==> src/rtl/seven_seg_if.sv <==
// Signal bundle between the display scan controller and its host/decoder side.
// LOAD is a single-cycle strobe with no ready: whatever VALUE holds on a LOAD cycle is taken.
`timescale 1ns/1ps
interface seven_seg_if #(
  parameter int NUM_DIGITS = 4
);
  logic                    ENABLE;
  logic [4*NUM_DIGITS-1:0] VALUE;
  logic                    LOAD;
  logic                    LZ_SUPPRESS;
  logic [3:0]              BIN_OUT;
  logic [0:6]              SEV_IN;
  logic [0:6]              SEG;
  logic [NUM_DIGITS-1:0]   AN;
  logic                    FRAME_START;
  logic [1:0]              DBG_STATE;

  modport master (
    output ENABLE, VALUE, LOAD, LZ_SUPPRESS, SEV_IN,
    input  BIN_OUT, SEG, AN, FRAME_START, DBG_STATE
  );

  modport slave (
    input  ENABLE, VALUE, LOAD, LZ_SUPPRESS, SEV_IN,
    output BIN_OUT, SEG, AN, FRAME_START, DBG_STATE
  );
endinterface

==> src/rtl/seven_seg_scanner.sv <==
// Time-multiplexed common-anode 7-segment scanner sharing one external decoder,
// with frame-synchronous value commit, inter-digit blanking and leading-zero blanking.
`timescale 1ns/1ps
module seven_seg_scanner #(
  parameter int NUM_DIGITS   = 4,
  parameter int DIGIT_CYCLES = 50000,
  parameter int BLANK_CYCLES = 100
) (
  input logic       CLK,
  input logic       RST_N,
  seven_seg_if.slave bus
);
  localparam int MAXC = (DIGIT_CYCLES > BLANK_CYCLES) ? DIGIT_CYCLES : BLANK_CYCLES;
  localparam int CW   = (MAXC > 1) ? $clog2(MAXC) : 1;
  localparam int IW   = (NUM_DIGITS > 1) ? $clog2(NUM_DIGITS) : 1;
  localparam int VW   = 4 * NUM_DIGITS;

  localparam logic [CW-1:0] DC_LAST  = CW'(DIGIT_CYCLES - 1);
  localparam logic [CW-1:0] BC_LAST  = CW'(BLANK_CYCLES - 1);
  localparam logic [IW-1:0] IDX_LAST = IW'(NUM_DIGITS - 1);

  typedef enum logic {BLANK = 1'b0, SHOW = 1'b1} state_t;

  state_t              state_q, state_d;
  logic [IW-1:0]       idx_q, idx_d;
  logic [CW-1:0]       cnt_q, cnt_d;
  logic [VW-1:0]       pending_q, pending_d;
  logic [VW-1:0]       disp_q, disp_d;
  logic                run_q, run_d;
  logic [NUM_DIGITS-1:0] an_q, an_d;
  logic [0:6]          seg_q, seg_d;
  logic                fs_q, fs_d;
  logic [NUM_DIGITS-1:0] lit;
  logic                upper_zero;
  logic [3:0]          bin;

  // run_q is low until the first frame has been committed after reset or re-enable.
  always_ff @(posedge CLK or negedge RST_N) begin
    if (!RST_N) begin
      state_q   <= BLANK;
      idx_q     <= '0;
      cnt_q     <= '0;
      pending_q <= '0;
      disp_q    <= '0;
      run_q     <= 1'b0;
      an_q      <= '1;
      seg_q     <= '1;
      fs_q      <= 1'b0;
    end else begin
      state_q   <= state_d;
      idx_q     <= idx_d;
      cnt_q     <= cnt_d;
      pending_q <= pending_d;
      disp_q    <= disp_d;
      run_q     <= run_d;
      an_q      <= an_d;
      seg_q     <= seg_d;
      fs_q      <= fs_d;
    end
  end

  always_comb begin
    bin = '0;
    for (int i = 0; i < NUM_DIGITS; i++) begin
      if (idx_q == IW'(i)) bin = disp_q[4*i +: 4];
    end
  end

  // A digit is lit unless it and every more significant digit are zero.
  always_comb begin
    lit        = '1;
    upper_zero = 1'b1;
    for (int i = NUM_DIGITS - 1; i >= 0; i--) begin
      upper_zero = upper_zero & (disp_q[4*i +: 4] == 4'd0);
      lit[i]     = (i == 0) || !bus.LZ_SUPPRESS || !upper_zero;
    end
  end

  always_comb begin
    state_d   = state_q;
    idx_d     = idx_q;
    cnt_d     = cnt_q;
    run_d     = run_q;
    disp_d    = disp_q;
    fs_d      = 1'b0;
    pending_d = bus.LOAD ? bus.VALUE : pending_q;
    an_d      = '1;
    seg_d     = '1;

    if (!bus.ENABLE) begin
      state_d = BLANK;
      idx_d   = '0;
      cnt_d   = '0;
      run_d   = 1'b0;
    end else if (!run_q ||
                 (state_q == SHOW && cnt_q == DC_LAST && idx_q == IDX_LAST)) begin
      // Commit: the next cycle opens a frame on the new value.
      state_d = BLANK;
      idx_d   = '0;
      cnt_d   = '0;
      run_d   = 1'b1;
      disp_d  = bus.LOAD ? bus.VALUE : pending_q;
      fs_d    = 1'b1;
    end else if (state_q == BLANK) begin
      if (cnt_q == BC_LAST) begin
        state_d = SHOW;
        cnt_d   = '0;
      end else begin
        cnt_d = cnt_q + CW'(1);
      end
    end else begin
      if (cnt_q == DC_LAST) begin
        state_d = BLANK;
        cnt_d   = '0;
        idx_d   = idx_q + IW'(1);
      end else begin
        cnt_d = cnt_q + CW'(1);
      end
    end

    // idx is unchanged across BLANK->SHOW, so SEV_IN already decodes this digit.
    if (state_d == SHOW && lit[idx_d]) begin
      an_d  = ~(NUM_DIGITS'(1) << idx_d);
      seg_d = bus.SEV_IN;
    end
  end

  assign bus.BIN_OUT     = bin;
  assign bus.SEG         = seg_q;
  assign bus.AN          = an_q;
  assign bus.FRAME_START = fs_q;
  assign bus.DBG_STATE   = {run_q, state_q == SHOW};
endmodule

==> src/flat_wrapper.sv <==
// flat-port wrapper written by rule: the top's interface ports become plain ports
module seven_seg_scanner_flat 
#(
  parameter int NUM_DIGITS   = 4,
  parameter int DIGIT_CYCLES = 50000,
  parameter int BLANK_CYCLES = 100
)
  (CLK, RST_N, bus_ENABLE, bus_VALUE, bus_LOAD, bus_LZ_SUPPRESS, bus_SEV_IN, bus_BIN_OUT, bus_SEG, bus_AN, bus_FRAME_START, bus_DBG_STATE);
  seven_seg_if #(.NUM_DIGITS(NUM_DIGITS)) bus_i ();
  input logic CLK;
  input logic RST_N;
  input wire logic [$bits(bus_i.ENABLE)-1:0] bus_ENABLE;
  input wire logic [$bits(bus_i.VALUE)-1:0] bus_VALUE;
  input wire logic [$bits(bus_i.LOAD)-1:0] bus_LOAD;
  input wire logic [$bits(bus_i.LZ_SUPPRESS)-1:0] bus_LZ_SUPPRESS;
  input wire logic [$bits(bus_i.SEV_IN)-1:0] bus_SEV_IN;
  output wire logic [$bits(bus_i.BIN_OUT)-1:0] bus_BIN_OUT;
  output wire logic [$bits(bus_i.SEG)-1:0] bus_SEG;
  output wire logic [$bits(bus_i.AN)-1:0] bus_AN;
  output wire logic [$bits(bus_i.FRAME_START)-1:0] bus_FRAME_START;
  output wire logic [$bits(bus_i.DBG_STATE)-1:0] bus_DBG_STATE;
  assign bus_i.ENABLE = bus_ENABLE;
  assign bus_i.VALUE = bus_VALUE;
  assign bus_i.LOAD = bus_LOAD;
  assign bus_i.LZ_SUPPRESS = bus_LZ_SUPPRESS;
  assign bus_i.SEV_IN = bus_SEV_IN;
  assign bus_BIN_OUT = bus_i.BIN_OUT;
  assign bus_SEG = bus_i.SEG;
  assign bus_AN = bus_i.AN;
  assign bus_FRAME_START = bus_i.FRAME_START;
  assign bus_DBG_STATE = bus_i.DBG_STATE;
  seven_seg_scanner #(.NUM_DIGITS(NUM_DIGITS), .DIGIT_CYCLES(DIGIT_CYCLES), .BLANK_CYCLES(BLANK_CYCLES)) u_core (.CLK(CLK), .RST_N(RST_N), .bus(bus_i));
endmodule
==> config.mk <==
export PLATFORM = sky130hd
export DESIGN_NAME = seven_seg_scanner_flat
export DESIGN_NICKNAME = d
export VERILOG_FILES = /design/src/rtl/seven_seg_if.sv /design/src/rtl/seven_seg_scanner.sv /design/src/flat_wrapper.sv
export SDC_FILE = /design/constraint.sdc
export NUM_CORES = 1
export LEC_CHECK = 0
export ABC_AREA = 0
export CORE_MARGIN = 1.5
export CORE_UTILIZATION = 40
export DETAILED_ROUTE_END_ITERATION = 10
export SLEW_MARGIN = 20
export SYNTH_ARGS = -nofsm -noshare
export SYNTH_HDL_FRONTEND = slang
export SYNTH_SLANG_ARGS = --single-unit
==> constraint.sdc <==
create_clock -name CLK -period 3.3 [get_ports CLK]
set_clock_uncertainty 0.2 [all_clocks]
set_input_delay 0.33 -clock CLK [delete_from_list [all_inputs] [get_ports CLK]]
set_output_delay 0.33 -clock CLK [all_outputs]
set_load 0.02 [all_outputs]
==> summary.md <==
| Metric | Value |
|---|---|
| Leak | between 1 and 1.5 nW |
| Comb power frac | 0.112 |
| GR Layer Usage met1 | 0.221 |
| WL/cell | ~14 um |
| CP Max Fanout | 8 |
| Fin. Hold Viols | 0 |
| HPWL after detailed placement | between 3000 and 4000 um |
| Setup TNS | 0 ns |
| GRT met2 Usage | 0.229 |
| Post-cts sizing count | 0 |
| Max Cap Viol | 0 |
| Cell Area, Placed | around 3400 um2 |
| Inserted Diodes | 0 |
| Rows | 30 |
| First-pass GRT wire length | ~9100 um |
| Async S/R FF share, synth | 1.00 |
| Area growth from synthesis to layout | 26.0% |
| Status | finished clean |
| Vias in the first global route | approximately 1,900 |
| Nets@finish | approximately 320 |
| CP endpoint kind | primary output |
| Peak Freq | between 0.3 and 0.4 GHz |
| Worst-margin pin slew | 0.769 ns |
| Die footprint | around 7700 um2 |
| Final setup fails | 0 |
| Fillers | ~640 |
| Max_slew headroom | 0.486 |
| Fin crit share | 0.899 |
| GPL Wtd Cong | between 0.7 and 0.8 |
| Distinct cells, synth | 41 |
| TritonCTS clock tree | done |
| Port-buffer cells | between 40 and 50 |
| Top FF cell, synth | dfrtp_1 |
| CP max stage cell | clkdlybuf4s50_1 |
| Syn nets | 271 |
| Clock latency on the worst-skew pair | between 0.3 and 0.4 ns |
| ANT nets after route | 0 |
| # H-tree levels | 3 |
| Die Wd | between 80 and 90 um |
| CTS sink cnt | between 60 and 70 |
| Yosys reg bits | 64 |
| Final worst path period need | 2.97 ns |
| Final cell count without fillers | around 390 |
| Switching power | approximately 0.4 mW |
| Overall Power | approximately 1.8 mW |
| Int Power | roughly 1.4 mW |
| Postcts setup bufs | 0 |
| Worst hold path type | in -> async |
| Final count of pins violating max slew | 0 |
| Syn Inst Count | ~240 |
| Largest net degree at the start of global routing | 39 |
| Clk buf depth | 2 |
| Worst vdd ir | 0.208 mV |
| WP buf/inv | 2 |
| Startpoint types | flip-flop |
| Switch share | 0.226 |
| Initial DRC count | 100 |
| Reg clk slew, reported paths | 0.07 ns |
| Ports | 46 |
| Post-CTS Hold Buffers | 1 |
| Initial core utilization | 0.418 |
| Critical path, cell by cell | inv_1 > ha_1 > nor2b_1 > a22oi_1 > nor2_1 > a21oi_1 > o21ai_0 > clkdlybuf4s50_1 |
| Die Y | around 90 um |
| Vias per cell | approximately 4.9 |
| Placed cells | around 370 |
| WP data arrival | 2.44 ns |
| Clock power frac | 0.387 |
| Initial antenna violation count | 0 |
| Sequential share of power | 0.501 |
| Worst hold slack | around 0.17 ns |
| Grt total ovfl | 0 |
| Critical Path Max Stage Delay | between 0.6 and 0.7 ns |
| Unrepaired setup endpoints after global routing | false |
| Share of post-route cells with drive strength above 1 | 0.236 |
| Pwr dens | 487 nW/um2 |
| Num CTS Buffers | 9 |
| Yosys warnings | 0 |
| Clock Tree Root | clkbuf_8 |
| Avg Cell Area, Syn | ~12 um2 |
| Core area | just under 7000 um2 |
| Met3 GRT Util | 0.0452 |
| Critical path class | reg -> out |
| Drt drc | 0 |
| Busiest grt layer | met2 |
| Total GRT Usage | 0.160 |
| Drt pass-1 iters | 5 |
| Post-synth EDFFs | 0 |
| Synthesized cell area | between 2000 and 3000 um2 |
| DR vias | around 1,900 |
| Worst endpoint required time | roughly 2.8 ns |
| Worst path top cell family by delay | buffers and inverters |
| Post-Route WL | roughly 5300 um |
| Register area share after synthesis | 0.563 |
| Design Area, Final | about 3600 um2 |
-- logic make-up (layout without fill, tap and decap cells) --
| logic type | Yosys count | after routing | share of synthesized area |
|---|---|---|---|
| AO/OA/AOI/OAI | 17 | 17 | 0.0388 |
| adder cells (fa/ha/maj) | 5 | 5 | 0.0218 |
| AND/OR/NAND/NOR | 89 | 89 | 0.173 |
| buffers and inverters | 14 | 68 | 0.0249 |
| multiplexers | 34 | 34 | 0.133 |
| flip-flops | 64 | 64 | 0.563 |
| XOR/XNOR | 15 | 15 | 0.0458 |
-- power groups by stage --
| stage | sequential [mW] | clock (mW) | combinational (mW) |
|---|---|---|---|
| after floorplan | 0.883 | 0 | 0.113 |
| after global placement | 0.895 | 0 | 0.195 |
| after detailed placement | 0.896 | 0 | 0.199 |
| after CTS | 0.882 | 0.701 | 0.201 |
| after global routing | 0.891 | 0.737 | 0.219 |
| final | 0.881 | 0.682 | 0.197 |
-- routing by layer --
metal  share of wire  up-vias  wire length [um]
li1                -      927                 -
met1            0.50      938              2650
met2            0.44       36              2360
met3           0.036       10               194
met4           0.023        0               123
met5               0        -                 0
-- flip-flops by register name, summed over array words and instances, names as in the netlist --
signal	flops
u_core.bus.FRAME_START	1
u_core.state_q	1
u_core.bus.AN	4
u_core.idx_q	2
u_core.cnt_q	16
u_core.bus.SEG	7
u_core.run_q	1
u_core.disp_q	16
u_core.pending_q	16
-- worst paths after layout --
kind,from,end,slack [ns],cells past startpoint
max in group asynchronous,RST_N,u_core.bus.SEG[3],1.99,3
hold reg to reg,u_core.cnt_q[0],u_core.cnt_q[0],0.25,1
min in group CLK,u_core.cnt_q[0],u_core.cnt_q[0],0.25,1
setup reg to reg,u_core.cnt_q[4],u_core.disp_q[9],0.59,5
setup / recovery,u_core.idx_q[1],bus_BIN_OUT[0],0.33,8
hold / removal,RST_N,u_core.pending_q[11],0.17,2
-- Yosys cell counts (5+ instances only) --
cell type | n | area [um2]
a21oi_1 | 7 | 35.0
dfrtp_1 | 53 | 1330
dfstp_2 | 11 | 289
ha_1 | 5 | 62.6
mux2_2 | 33 | 372
nand2_1 | 12 | 45.0
nand2b_1 | 7 | 43.8
nand3_1 | 11 | 55.1
nor2_1 | 27 | 101
nor4_1 | 5 | 31.3
o21ai_0 | 5 | 25.0
xnor2_1 | 7 | 61.3
xor2_1 | 8 | 70.1
-- metrics by stage --
stage | utilization | setup slack (ns)
finish | 0.526 | 0.334
global route | 0.526 | 0.0984
detailed placement | 0.495 | 0.579
floorplan | - | 0.801
CTS | 0.526 | 0.276
global placement | 0.495 | 0.615
-- placed cells by master, fill, tap and decap left out, drive strengths merged, types with 2 or more instances in the layout --
cell	n
ha	5
clkdlybuf4s50	44
or4	2
mux2	33
clkinv	2
a22oi	3
inv	4
o21ai	5
nand4b	3
buf	4
dfstp	11
a21oi	7
nand2b	7
nand3b	3
nand2	13
xor2	8
nand3	11
nor2	27
nor4	6
clkbuf	12
xnor2	7
dfrtp	53
and3	3
nor3	4
-- final cells by class --
cell class	instances	area, um2	area share
inverter	4	15.0	0.00415
timing repair buffer	49	478	0.132
clock buffer	12	165	0.0457
tap	96	120	0.0332
sequential	64	1620	0.447
clock inverter	3	40.0	0.0111
multi-input combinational	160	1180	0.327
No activity file was read; power rests on OpenSTA's default activity.
